**config.mk**
```make
export PLATFORM = sky130hd
export DESIGN_NAME = sys_cmd_initiator
export DESIGN_NICKNAME = d
export VERILOG_FILES = /design/src/rtl/sys_cmd_initiator.sv
export SDC_FILE = /design/constraint.sdc
export NUM_CORES = 1
export LEC_CHECK = 0
export BUFFER_PORTS_ARGS = -buffer_cell sky130_fd_sc_hd__buf_4
export CAP_MARGIN = 20
export CORE_MARGIN = 4
export CORE_UTILIZATION = 50
export DETAILED_ROUTE_END_ITERATION = 10
export PLACE_DENSITY = 0.83
export SLEW_MARGIN = 20
export SYNTH_ARGS = -nofsm -noshare
export SYNTH_HDL_FRONTEND = slang
export SYNTH_SLANG_ARGS = --single-unit
```
**constraint.sdc**
```tcl
create_clock -name clk -period 2.15 [get_ports clk]
set_clock_uncertainty 0.2 [all_clocks]
set_input_delay 0.215 -clock clk [delete_from_list [all_inputs] [get_ports clk]]
set_output_delay 0.215 -clock clk [all_outputs]
set_load 0.1 [all_outputs]
```
**src/rtl/sys_cmd_initiator.sv**
```systemverilog
// sys_cmd_initiator
// Host-side command initiator for the system-control frame protocol. Takes one
// command at a time, serialises it into the controller's byte frame, pushes the
// bytes into the UART transmitter and, for commands that return data, waits for
// the single response byte or a timeout.
//
// state    | meaning
// ---------+-------------------------------------------------------------
// IDLE     | ready for a command; cmd_ready high
// SEND     | presenting frame[idx] on tx_data until the transmitter takes it
// WAIT_RSP | counting cycles until rx_valid or timeout_cycles expire
module sys_cmd_initiator #(
    parameter int data_width     = 8,
    parameter int address_width  = 3,
    parameter int timeout_cycles = 4096
) (
    input  logic                     clk,
    input  logic                     reset,
    input  logic                     cmd_valid,
    output logic                     cmd_ready,
    input  logic [1:0]               cmd_type,
    input  logic [address_width-1:0] cmd_addr,
    input  logic [data_width-1:0]    cmd_data,
    input  logic [data_width-1:0]    cmd_data_b,
    input  logic [3:0]               cmd_fun,
    output logic [data_width-1:0]    tx_data,
    output logic                     tx_valid,
    input  logic                     tx_ready,
    input  logic [data_width-1:0]    rx_data,
    input  logic                     rx_valid,
    output logic [data_width-1:0]    rsp_data,
    output logic                     rsp_valid,
    output logic                     rsp_timeout,
    output logic                     busy
);

    typedef enum logic [1:0] {
        IDLE     = 2'd0,
        SEND     = 2'd1,
        WAIT_RSP = 2'd2
    } state_t;

    localparam logic [15:0] tc_last = 16'(timeout_cycles - 1);

    state_t                   state;
    logic [1:0]               idx;
    logic [15:0]              cnt;
    logic [1:0]               lat_type;
    logic [address_width-1:0] lat_addr;
    logic [data_width-1:0]    lat_data;
    logic [data_width-1:0]    lat_data_b;
    logic [3:0]               lat_fun;

    // Byte at position idx of the frame for a given command.
    function automatic logic [data_width-1:0] frame_byte(
        input logic [1:0]               typ,
        input logic [address_width-1:0] addr,
        input logic [data_width-1:0]    a,
        input logic [data_width-1:0]    b,
        input logic [3:0]               fun,
        input logic [1:0]               i
    );
        logic [data_width-1:0] addr_b;
        logic [data_width-1:0] fun_b;
        logic [data_width-1:0] res;
        addr_b = data_width'(addr);
        fun_b  = data_width'(fun);
        res    = '0;
        case (typ)
            2'd0: begin
                case (i)
                    2'd0:    res = data_width'(8'hAA);
                    2'd1:    res = addr_b;
                    default: res = a;
                endcase
            end
            2'd1: res = (i == 2'd0) ? data_width'(8'hBB) : addr_b;
            2'd2: begin
                case (i)
                    2'd0:    res = data_width'(8'hCC);
                    2'd1:    res = a;
                    2'd2:    res = b;
                    default: res = fun_b;
                endcase
            end
            default: res = (i == 2'd0) ? data_width'(8'hDD) : fun_b;
        endcase
        return res;
    endfunction

    // Index of the final byte of each frame type.
    function automatic logic [1:0] last_index(input logic [1:0] typ);
        logic [1:0] res;
        case (typ)
            2'd0:    res = 2'd2;
            2'd2:    res = 2'd3;
            default: res = 2'd1;
        endcase
        return res;
    endfunction

    // Command FSM: latch, serialise, wait for response; all outputs registered.
    always_ff @(posedge clk) begin
        if (reset) begin
            state       <= IDLE;
            idx         <= '0;
            cnt         <= '0;
            lat_type    <= '0;
            lat_addr    <= '0;
            lat_data    <= '0;
            lat_data_b  <= '0;
            lat_fun     <= '0;
            cmd_ready   <= 1'b0;
            tx_data     <= '0;
            tx_valid    <= 1'b0;
            rsp_data    <= '0;
            rsp_valid   <= 1'b0;
            rsp_timeout <= 1'b0;
            busy        <= 1'b0;
        end else begin
            rsp_valid   <= 1'b0;
            rsp_timeout <= 1'b0;
            case (state)
                IDLE: begin
                    if (cmd_valid && cmd_ready) begin
                        lat_type   <= cmd_type;
                        lat_addr   <= cmd_addr;
                        lat_data   <= cmd_data;
                        lat_data_b <= cmd_data_b;
                        lat_fun    <= cmd_fun;
                        idx        <= '0;
                        tx_data    <= frame_byte(cmd_type, cmd_addr, cmd_data,
                                                 cmd_data_b, cmd_fun, 2'd0);
                        tx_valid   <= 1'b1;
                        cmd_ready  <= 1'b0;
                        busy       <= 1'b1;
                        state      <= SEND;
                    end else begin
                        cmd_ready <= 1'b1;
                    end
                end
                SEND: begin
                    if (tx_ready) begin
                        if (idx == last_index(lat_type)) begin
                            tx_valid <= 1'b0;
                            idx      <= '0;
                            if (lat_type == 2'd0) begin
                                busy      <= 1'b0;
                                cmd_ready <= 1'b1;
                                state     <= IDLE;
                            end else begin
                                cnt   <= '0;
                                state <= WAIT_RSP;
                            end
                        end else begin
                            idx     <= idx + 2'd1;
                            tx_data <= frame_byte(lat_type, lat_addr, lat_data,
                                                  lat_data_b, lat_fun, idx + 2'd1);
                        end
                    end
                end
                WAIT_RSP: begin
                    cnt <= cnt + 16'd1;
                    // A response in the expiry cycle takes priority over the timeout.
                    if (rx_valid) begin
                        rsp_data  <= rx_data;
                        rsp_valid <= 1'b1;
                        busy      <= 1'b0;
                        cmd_ready <= 1'b1;
                        state     <= IDLE;
                    end else if (cnt == tc_last) begin
                        rsp_timeout <= 1'b1;
                        busy        <= 1'b0;
                        cmd_ready   <= 1'b1;
                        state       <= IDLE;
                    end
                end
                default: state <= IDLE;
            endcase
        end
    end

endmodule

```
==> impl_metrics.ini, run 1 <==
[die]
io_pins = 59
initial_core_util_pct = 51.61
die_area_um2 = 7954
core_area_um2 = 6386
fp.dieW_um = 89.19
die_h_um = 89.19
row_count = 29

[timing]
final.setup.worst_slack_ps = -8.328
period_needed_ps = 2158
slew_viol_final = 0
fmax_mhz = 463.3
worst_pin_slew_ps = 542.0
worst_slew_margin_rel_pct = 63.87
final_hold_viol_count = 0
rsz0062_at_grt = yes
period_share_pct = 100.4
setup_viol = 1

[critical_path]
crit_buf_inv = 0
cp_top_family = simple AND/OR/NAND/NOR gates
endpoint_kind = register
crit_chain = or4_4 > nor4_4 > o2bb2ai_4 > or4_1 > and3_1
cpMaxStageDelayCell = or4_4
path_max_fanout = 6
crit_arrival_ps = 2200
startpoint_type = register
worstPathRequired_ps = 2190
critPathKind = reg -> reg
slowest_delay_ps = 540

[final_layout]
stdcell_count = 605
final_common_cell = buf_4
final_cell_mix = 88 x buf_4, 71 x nand2_1, 60 x dfxtp_1, 49 x a21oi_1, 40 x dlygate4sd3_1
antenna-diode-count = 0
multiInputGateArea_um2 = 1861
area.growth.synth_to_final_pct = 42.14
drive_gt1_share_pct = 25.76
num-nets-final = 570
area.sequential_um2 = 1331
nFillCells = 454

[logic_synthesis]
seq_area_frac_synth_pct = 40.09
syn_inst = 409
yosys_warnings = 0
syn-num-nets = 456
async_flop_share_pct = 0
avgSynthCellArea_um2 = 8.058
synth_top_cell_by_area = dfxtp_1
synth_cell_type_count = 61
synth_top_area_share_pct = 40.09
synth_seq_cells = 66
ys.flop_type = dfxtp_1
synth_edf_count = 0
synth_area_leaders = dfxtp_1 40%, nand2_1 8.1%, a21oi_1 7.6%, ha_1 3.4%, xor2_1 3.2%
syn-cell-area_um2 = 3296

[clock_tree]
cts.clk_slew.worst_paths_ps = 90
cts_htree_levels = 3
cts_root_buffer = clkbuf_8
cts_tree = yes
clock_latency_ps = 360
cts_inserted_buffers = 9
clock_path_buffers = 2
clock_sinks = 66

[power]
vdd_drop_max_mv = 1.115
power_mw = 5.030
power_density_nw_per_um2 = 1074
p_leak_nw = 1.784

[detailed_routing]
drc_errors = 0
wl_per_cell_um = 16.13
vias_per_cell = 5.709
drt_iter0_markers = 228
finalWirelength_um = 9758
num_vias = 3454
drtAntennaViolNets = 0
drt_pass1_iterations = 5

[global_routing]
antenna_found_initial = 0
grt_max_degree = 51
grt_pass1_vias = 3353
grtUsageTotal_pct = 25.24
grt_overflow = 0
grt_pass1_wl_um = 15590

[flow_run]
drv_cap = 0

[place]
place_inst = 548
hpwl_um = 6186
portBuffers = 58
gp_congestion = 0.9459

[hold_path]
hold_class = in -> reg

[outcome]
violations = setup timing
status = finished with violations
where the power goes:
part / switching [mW] / leakage, nW / internal, mW / total, mW
clock: 0.538 / 0.121 / 0.782 / 1.32
combinational: 1.45 / 1.12 / 0.726 / 2.18
sequential: 0.131 / 0.539 / 1.40 / 1.53
total: 2.12 / 1.78 / 2.91 / 5.03
timing repair:
item                                   CTS  global route
setup buffers                            0             1
hold buffers                            40             0
setup endpoints to repair                6            26
resized for setup                        4            17
endpoints found under the hold margin   33             0
pin swaps                                3             8
tightest hold or removal path, delay by kind of cell:
kind / cells / cell delay, ps
AND/OR/NAND/NOR: 1 / 90
buffers and inverters: 1 / 150
AO/OA/AOI/OAI: 1 / 60
stage by stage:
step | setup TNS, ps | setup WS [ps] | cell area [µm²] | hold slack (ps) | utilization (%)
finish | -8.328 | -8.328 | 4684 | 16.00 | 73.35
global route | -115.2 | -61.71 | 4684 | 10.46 | 73.35
CTS | -16.12 | -16.12 | 4619 | 9.837 | 72.34
detailed placement | -34.32 | -34.32 | 3954 | 250.4 | 61.91
global placement | 0 | 11.92 | 3954 | 244.9 | 61.91
floorplan | 0 | 18.99 | 3299 | 151.0 | -
registers in the layout (all words and copies together) (netlist names), 3 cells and up:
| register | count |
|---|---|
| cnt | 16 |
| lat_addr | 3 |
| lat_data | 8 |
| lat_data_b | 8 |
| lat_fun | 4 |
| rsp_data | 8 |
| tx_data | 8 |
final cells by class:
| class | count | area share, % |
|---|---|---|
| Multi-Input combinational cell | 301 | 39.72 |
| Inverter | 15 | 1.202 |
| Timing Repair Buffer | 130 | 23.32 |
| Tap cell | 77 | 2.057 |
| Clock buffer | 9 | 2.644 |
| Sequential cell | 66 | 28.42 |
| Clock inverter | 7 | 2.644 |
final timing paths:
path / to / slack [ps] / from / cells past startpoint
hold / removal: rsp_data[6] / 20 / rx_valid / 3
setup reg to reg: cmd_ready / -8 / cnt[12] / 5
setup / recovery: cmd_ready / -8 / cnt[12] / 5
hold reg to reg: lat_addr[2] / 260 / lat_addr[2] / 2
metal layers:
metal  part of all wire [%]  vias up  GRT usage (%)
li1                       -     1674              -
met4                    2.3        0          10.83
met3                    6.7       27          4.977
met1                     41     1609          31.07
met5                      0        -              0
met2                     50      144          42.80
cells by family (layout without fill, tap and decap cells):
kind of cell	after synthesis	after routing	synth area share [%]
fa+ha+maj	9	9	3.417
flops	66	66	40.09
mux	1	1	0.3417
buf+inv	42	161	5.429
compound gates	117	117	22.97
simple gates	162	162	24.56
xor+xnor	12	12	3.189
Yosys cell counts, drive strengths merged (3+ instances only):
library cell,number
a211oi,6
a21oi,50
a31oi,4
and3,6
buf,6
clkbuf,21
dfxtp,66
ha,9
inv,15
nand2,71
nand2b,5
nand3,16
nand3b,4
nand4,6
nor2,25
nor2b,7
nor3,5
o2111ai,4
o211ai,8
o21ai,21
o31ai,3
or3,3
or4,3
xor2,12
(Power assumes the default switching activity.)
==> run 2, diff against run 1 <==
REMOVE_ABC_BUFFERS = 1   (was not set)
==> run 2 against run 1 <==
  * The flow still finishes with violations (setup timing)
  * Total power is 7.7% lower
  * Cell count down 0.17%
  * Routed wire length decreased by 10%
  * Register-to-register slack worse by 20 ps
  * Via count is 4.6% lower
  * Worst setup slack lost 17 ps
  * Global-route usage down 2.5 points
  * Clock power shrank 25%
  * Sequential power is essentially flat
  * Combinational power fell by 2%
==> impl_metrics.ini, run 2 (synthesis results as in run 1) <==
[outcome]
status = finished with violations
violations = setup timing

[power]
power_density_nw_per_um2 = 1006
vdd_drop_max_mv = 1.130
p_comb_share_pct = 45.9
switching_power_mw = 1.977
p_sw_share_pct = 42.59
p_leak_nw = 1.756
clockPowerShare_pct = 21.3
seq_power_share_pct = 32.8
p_int_mw = 2.666

[clock_tree]
cts_inserted_buffers = 9
cts.clk_slew.worst_paths_ps = 70
clock_sinks = 66
cts_tree = yes
clock_latency_ps = 350
cts_root_buffer = clkbuf_8
cts_htree_levels = 3
clock_path_buffers = 2

[critical_path]
critPathKind = reg -> reg
endpoint_kind = register
worstPathRequired_ps = 2200
reg2regPathDepth = 5
path_max_fanout = 5
crit_arrival_ps = 2220
startpoint_type = register

[die]
initial_core_util_pct = 51.61
die_area_um2 = 7954
die_h_um = 89.19
row_count = 29
fp.dieW_um = 89.19
core_area_um2 = 6386
io_pins = 59

[global_routing]
antenna_found_initial = 0
grt_overflow = 0
grt_pass1_wl_um = 14150
grt_max_degree = 51
grtUsageTotal_pct = 22.77
grt_pass1_vias = 3220

[final_layout]
drive_gt1_share_pct = 23.91
regMostFlops = cnt
num-nets-final = 570
final_common_cell = buf_4
largest_reg_flops = 16
design_area_um2 = 4613
nFillCells = 466
antenna-diode-count = 0
final_cell_mix = 87 x buf_4, 71 x nand2_1, 64 x dfxtp_1, 50 x a21oi_1, 41 x dlygate4sd3_1
area.growth.synth_to_final_pct = 39.98

[detailed_routing]
wl_per_cell_um = 14.47
drc_errors = 0
drt_iter0_markers = 137
drt_pass1_iterations = 4
drtAntennaViolNets = 0
finalWirelength_um = 8738
vias_per_cell = 5.455
num_vias = 3295

[timing]
final.setup.worst_slack_ps = -25.58
slew_viol_final = 0
setup_viol = 1
final_hold_viol_count = 0
fmax_mhz = 459.6
worst_pin_slew_ps = 516.5
rsz0062_at_grt = yes
worst_slew_margin_rel_pct = 65.57
period_needed_ps = 2176
period_share_pct = 101.2
holdWs_ps = 51.37

[place]
portBuffers = 58
placed_cell_area_um2 = 3943
gp_congestion = 0.8578
hpwl_um = 5848

[flow_run]
drv_cap = 0

[hold_path]
hold_class = in -> reg
hold_path_depth = 3
-- run 2: timing repair --
item,in CTS,in global routing
pin swaps,1,7
setup buffers,0,1
hold buffers,41,0
endpoints found under the hold margin,34,0
setup endpoints to repair,1,24
cloned,0,0
gates resized for setup,0,14
-- run 2: power by group through the flow --
| stage | logic, mW | clock network (mW) | registers (mW) |
|---|---|---|---|
| after detailed placement | 2.00 | 0 | 1.54 |
| after global routing | 2.28 | 1.05 | 1.54 |
| after floorplan | 0.694 | 0 | 2.19 |
| after global placement | 1.97 | 0 | 1.53 |
| final | 2.13 | 0.988 | 1.52 |
| after CTS | 2.05 | 1.02 | 1.51 |
-- run 2: worst paths after layout --
kind                                    end  slack, ps   startpoint
worst min register to register  lat_data[6]        260  lat_data[6]
worst min-delay path            rsp_timeout         50     rx_valid
worst max-delay path              cmd_ready        -30      cnt[12]
worst max register to register    cmd_ready        -30      cnt[12]
-- run 2: per-stage QoR --
stage	power, mW	std cells	setup TNS, ps	util [%]	setup WS, ps
6_report	4.643	604	-25.58	72.24	-25.58
5_1_grt	4.878	604	-145.1	72.24	-42.69
4_1_cts	4.581	603	0	71.12	5.601
3_5_place_dp	3.538	547	-47.72	61.74	-47.72
3_3_place_gp	3.500	547	0	61.74	11.57
2_1_floorplan	2.888	382	-11460	-	-626.8
-- run 2: final cells by class --
| cell class | instances | area, µm² | area share [%] |
|---|---|---|---|
| Inverter | 15 | 56.30 | 1.221 |
| Sequential cell | 66 | 1326 | 28.75 |
| Timing Repair Buffer | 130 | 1095 | 23.73 |
| Multi-Input combinational cell | 301 | 1851 | 40.11 |
| Tap cell | 77 | 96.34 | 2.088 |
| Clock buffer | 13 | 178.9 | 3.879 |
| Clock inverter | 2 | 10.01 | 0.2170 |
-- run 2: worst max-delay path: stages, from the launching register on --
cell,delay (ps)
dfxtp_1,310
or4_4,540
nor4_4,290
o2bb2ai_4,130
or4_1,420
and3_1,180
-- run 2: per-layer routing --
metal  vias up  part of all wire, %  track usage [%]
li1       1674                    -                -
met1      1532                   42            24.66
met2        74                   52            41.39
met3        15                  4.4            6.636
met4         0                  1.5            9.066
met5         -                    0                0
